[config.mk]
export PLATFORM = sky130hd
export DESIGN_NAME = prog_delay_timer
export DESIGN_NICKNAME = d
export VERILOG_FILES = /design/src/rtl/prog_delay_timer.sv
export SDC_FILE = /design/constraint.sdc
export NUM_CORES = 1
export LEC_CHECK = 0
export ABC_AREA = 1
export CAP_MARGIN = 20
export CORE_AREA = 2 2 43 65
export DETAILED_ROUTE_END_ITERATION = 10
export DIE_AREA = 0 0 45 67
export PLACE_DENSITY = 0.8
export REMOVE_ABC_BUFFERS = 1
export SETUP_SLACK_MARGIN = 0.2
export SYNTH_ARGS = -nofsm -noshare
export SYNTH_HDL_FRONTEND = slang
export SYNTH_SLANG_ARGS = --single-unit
[constraint.sdc]
create_clock -name clk -period 4.3 [get_ports clk]
set_clock_uncertainty 0.1 [all_clocks]
set_input_delay 0.645 -clock clk [delete_from_list [all_inputs] [get_ports clk]]
set_output_delay 0.645 -clock clk [all_outputs]
set_load 0.1 [all_outputs]
[src/rtl/prog_delay_timer.sv]
// Programmable tick-counting delay timer with one-shot/periodic modes, start/stop control,
// latched terminal count, and registered timeout/err pulses one cycle after the detecting edge.
module prog_delay_timer #(
  parameter int N_BITS = 7
) (
  input  logic              clk,
  input  logic              rst,
  input  logic              tick,
  input  logic              start,
  input  logic              stop,
  input  logic              mode,
  input  logic [N_BITS-1:0] N,
  output logic              timeout,
  output logic              busy,
  output logic [N_BITS-1:0] remaining,
  output logic              err
);

  localparam logic [0:0] IDLE = 1'b0;
  localparam logic [0:0] RUN  = 1'b1;

  logic [0:0]        state_q, state_d;
  logic [N_BITS-1:0] count_q, count_d;
  logic [N_BITS-1:0] n_lat_q, n_lat_d;
  logic              mode_lat_q, mode_lat_d;
  logic              timeout_q, timeout_d;
  logic              err_q, err_d;
  logic              start_ok;
  logic              terminal;

  assign start_ok = start && (N != '0);
  assign terminal = (count_q == n_lat_q - N_BITS'(1));

  // Priority: stop > accepted start > tick; a rejected start still lets the run count.
  always_comb begin
    state_d    = state_q;
    count_d    = count_q;
    n_lat_d    = n_lat_q;
    mode_lat_d = mode_lat_q;
    timeout_d  = 1'b0;
    err_d      = 1'b0;
    if (stop) begin
      state_d = IDLE;
      count_d = '0;
    end else if (start_ok) begin
      state_d    = RUN;
      count_d    = '0;
      n_lat_d    = N;
      mode_lat_d = mode;
    end else begin
      err_d = start;
      if (state_q == RUN && tick) begin
        if (terminal) begin
          timeout_d = 1'b1;
          count_d   = '0;
          if (!mode_lat_q) begin
            state_d = IDLE;
          end
        end else begin
          count_d = count_q + N_BITS'(1);
        end
      end
    end
  end

  always_ff @(posedge clk) begin
    if (rst) begin
      state_q    <= IDLE;
      count_q    <= '0;
      n_lat_q    <= '0;
      mode_lat_q <= 1'b0;
      timeout_q  <= 1'b0;
      err_q      <= 1'b0;
    end else begin
      state_q    <= state_d;
      count_q    <= count_d;
      n_lat_q    <= n_lat_d;
      mode_lat_q <= mode_lat_d;
      timeout_q  <= timeout_d;
      err_q      <= err_d;
    end
  end

  assign timeout   = timeout_q;
  assign err       = err_q;
  assign busy      = (state_q == RUN);
  assign remaining = (state_q == RUN) ? (n_lat_q - count_q) : '0;

endmodule

======== After elaboration in Yosys (flattened, before gate mapping) ========
Index checks and enable logic that the tools add are counted.
storage, ports and cells
  register bits after elaboration ......... 18
  bits of input ports ..................... 13
  output and inout bits ................... 10
  logic and storage cells ................. 30
cells by class
  $add $sub $neg .......................... 3
  equal/unequal tests ..................... 2
  multiplexer cells ....................... 7
  bitwise gates (word level) .............. 2
  reduce and logical (&&, ||, !) cells .... 10
operator list
  operator               number
  $mux W7                2
  $add A7 B1 Y7 const B  1
  $eq A7 B7 Y1           1
  $reduce_bool A7 Y1     1
  $sub A7 B1 Y7 const B  1
  $sub A7 B7 Y7          1
  $mux W1                5
  $reduce_bool A2 Y1     2
  $reduce_or A4 Y1       1
  $reduce_and A3 Y1      1
  $reduce_or A3 Y1       1
  $logic_and A1 B1 Y1    2
  $ne A2 B1 Y1 const B   1
  $not A1 Y1             2
  $reduce_and A2 Y1      1
  $reduce_or A2 Y1       1

======== Logic depth before layout (Yosys ltp) ========
  word-level depth ........................ 5
  mapped depth ............................ 11
  mapped depth without buffers ............ 11

======== Least setup slack after synthesis ========
No wires, ideal clock.
  path type ............................... register -> output
  from .................................... reg n_lat_q[0]
  to ...................................... out remaining[6]
  arrival time ............................ 2.768 ns
  required time ........................... 3.555 ns
  path slack .............................. 0.787 ns
  cell stages (with the launch flop) ...... 11
  path buffers ............................ 0
  cell sequence ........................... dfxtp_1 > inv_1 > ha_1 > inv_1 > fa_1 > nand3_1 > nand3_1 > a21o_1 > a21oi_1 > nor2_1 > nor2_1
on the way
  word-level cells in the longest chain between the ends .. 2
RTL lines
  what                      RTL line  source
  start: declaration        24        logic [N_BITS-1:0] n_lat_q, n_lat_d;
  start signal: assignment  77        n_lat_q <= n_lat_d;
  $sub A7 B7 Y7             87        assign remaining = (state_q == RUN) ? (n_lat_q - count_q) : '0;
  $mux W7                   87
  end: declaration          15        output logic [N_BITS-1:0] remaining,
No other way between the ends.

======== Worst setup path in the final report ========
  from .................................... reg n_lat_q[0]
  to ...................................... out remaining[1]
The elaborated chain is that of the path after synthesis.

==> key figures <==
Clocking
  • CTS sink count: 18
  • Num CTS Buffers: 3
  • Post-CTS resize count: 0
  • Depth of the CTS H-tree: 1
  • Clock Tree Buf Depth: 2
  • Setup Fix Bufs, Post-CTS: 0
  • Clock Latency Late Sink: just under 0.3 ns
  • Root buffer cell: clkbuf_4
  • Hold Buf Count CTS: 0
  • CTS tree: built
  • Clock slew seen by the registers of the worst setup and hold paths: ~0.09 ns

Power and ir drop
  • Max VDD drop: around 0.18 mV
  • Leakage: between 0.6 and 0.7 nW
  • Total chip power: around 370 µW
  • Power Density: 246 mW/mm²

Finish
  • N_diodes: 0
  • Commonest non-fill, non-tap cell in the layout: nand2_1
  • Layout cells sized above 1: 10.7%
  • Most frequent cells in the layout: nand2_1, inv_1, nor2_1
  • Area delta synth->final: 16.5%
  • Final core occ: 62.7%
  • Nets: between 200 and 250

Synth
  • Synth Flop Type: dfxtp_1
  • Asr flop ratio synth: 0%
  • Synth cell types: 28
  • Post-synth EDFFs: 0
  • Flop and latch count out of synthesis: 18
  • Post-synth top area share: between 20% and 30%
  • Register area share after synthesis: about 28%
  • Synth Cell Area: 0.00130 mm²
  • YS warnings: 0
  • Ranking of synthesized cells by area: dfxtp_1, nand2_1, ha_1
  • Mapped Cells: about 180
  • Synth area leader: dfxtp_1
  • Avg Inst Size Synth: about 7 µm²

STA
  • Max Clk Rate: 291 MHz
  • Final Cycle Share: between 70% and 80%
  • Final hold violation count: 0
  • RSZ-0062 raised after global routing: no
  • TNS Setup: 0 ns
  • Setup-failing EPs final: 0
  • Final Slew Violations: 0
  • Final min period: approximately 3.4 ns
  • Slew headroom: about a third
  • Worst-margin pin slew: 0.977 ns
  • Setup ws final: between 0.8 and 0.9 ns
  • Final hold slack: ~0.37 ns

Placement
  • GP Congestion: slightly above 0.8
  • Post-DP HPWL: approximately 2.3 mm
  • Dpl ws: about 1.2 ns
  • IO Port Bufs: 22

Critical path
  • Crit-path cells: inv_1 > ha_1 > inv_1 > fa_1 > nand2_1 > inv_1 > clkdlybuf4s50_1
  • Top Family by Delay on Critical Path: buffers and inverters
  • WP data required: ~3.6 ns
  • Slowest cell on the critical path: clkdlybuf4s50_1
  • Crit-path max cell delay: 1.12 ns
  • Buf/Inv on CP: 4
  • Top cell by count, worst path: inv_1
  • Critical path depth: 7
  • Crit-path max FO: 5
  • FF-to-FF path depth: 9
  • CP Data Arrival Time: between 2 and 3 ns
  • Element type at the critical path start: flop
  • CP Class: flop to output pin
  • Critical Path End Type: output pin

Routing
  • Routed WL: about 2.7 mm
  • Drt pass-1 iters: 4
  • Via Count: 1,196
  • Drt drc: 0
  • Via density: between 5 and 6
  • Iter 0 DRT Violations: 28
  • Detailed-route wire length per cell: ~12 µm
  • Routed Antenna Nets: 0

Die
  • Row Count: 22
  • # IOs: 23
  • Chip width: ~45 µm
  • Die Y: about 67 µm
  • CORE AREA: between 0.002 and 0.0025 mm²
  • Die Area: 0.00302 mm²
  • Initial core utilization: 53.8%

Run
  • Max Cap Viol: 0

Hold path
  • Tightest Hold Check Type: flop to flop
  • Worst Hold Depth: 2

Global routing
  • First-pass GRT wire length: approximately 4.7 mm
  • GRT Overall Usage: 21.1%
  • Initial antenna violation count: 0
  • Vias in the first global route: approximately 1.2k
  • GRT overflow: 0
  • Largest net degree at the start of global routing: 15

Run status
  • Status: finished clean
## cells in the mapped netlist (3+ instances only)
cell type and n:
o21ai_0 8, xor2_1 7, nor2_1 23, ha_1 8
nand2_2 3, nand2_1 40, a21oi_1 13, nand3_1 14
dfxtp_1 18, inv_1 24, a21oi_2 4
## kinds of logic after synthesis
group,after synthesis,share of synthesized area (%)
DFF,18,27.7
buffers and inverters,28,10.6
xor gates and xnor gates,9,6.05
AOI/OAI and AO/OA,29,12.6
adders and majority gates,9,9.22
and+or+nand+nor,91,33.9
## state kept, by name, indices dropped and copies added, names as in the netlist
register and cells:
count_q 7, busy 1, n_lat_q 7, timeout 1, err 1, mode_lat_q 1
## through the flow
step,cells,instance area [µm²]
6_report,229,1520
3_5_place_dp,226,1500
3_3_place_gp,226,1500
5_1_grt,229,1520
4_1_cts,229,1520
2_1_floorplan,180,1250
## power by group
part / switching [mW] / internal (mW) / leakage (nW)
sequential: 0.00700 / 0.172 / 0.147
clock: 0.0503 / 0.0326 / 0.0138
combinational: 0.0700 / 0.0408 / 0.495
total: 0.127 / 0.246 / 0.655
## final cells by class
class / count / area [µm²]
repair buffers: 22 / 210
well taps: 24 / 30.0
clock buffers: 3 / 22.5
multi-input cells: 138 / 805
inverters: 24 / 90.1
fillers: 236 / 905
flip-flops and latches: 18 / 360
## tightest hold or removal path: stages (launching register included)
cell and delay [ns]:
dfxtp_1 0.31, inv_1 0.07, a21oi_1 0.06
## worst paths after layout
check	startpoint	end	slack (ns)
worst max register to register	n_lat_q[1]$_SDFFE_PP0P_	count_q[5]$_SDFFE_PP0P_	2.45
worst min-delay path	mode_lat_q$_SDFFE_PP0P_	mode_lat_q$_SDFFE_PP0P_	0.37
worst min register to register	mode_lat_q$_SDFFE_PP0P_	mode_lat_q$_SDFFE_PP0P_	0.37
worst max-delay path	n_lat_q[0]$_SDFFE_PP0P_	remaining[1]	0.86
## metal layers
layer,up-vias,GRT usage (%),routed length [µm]
met5,-,0,0
met4,0,11.4,74
met3,6,1.90,98
met2,34,40.5,1490
met1,528,20.7,1050
li1,628,-,-
Note: power is estimated with default switching activity, not from simulation.
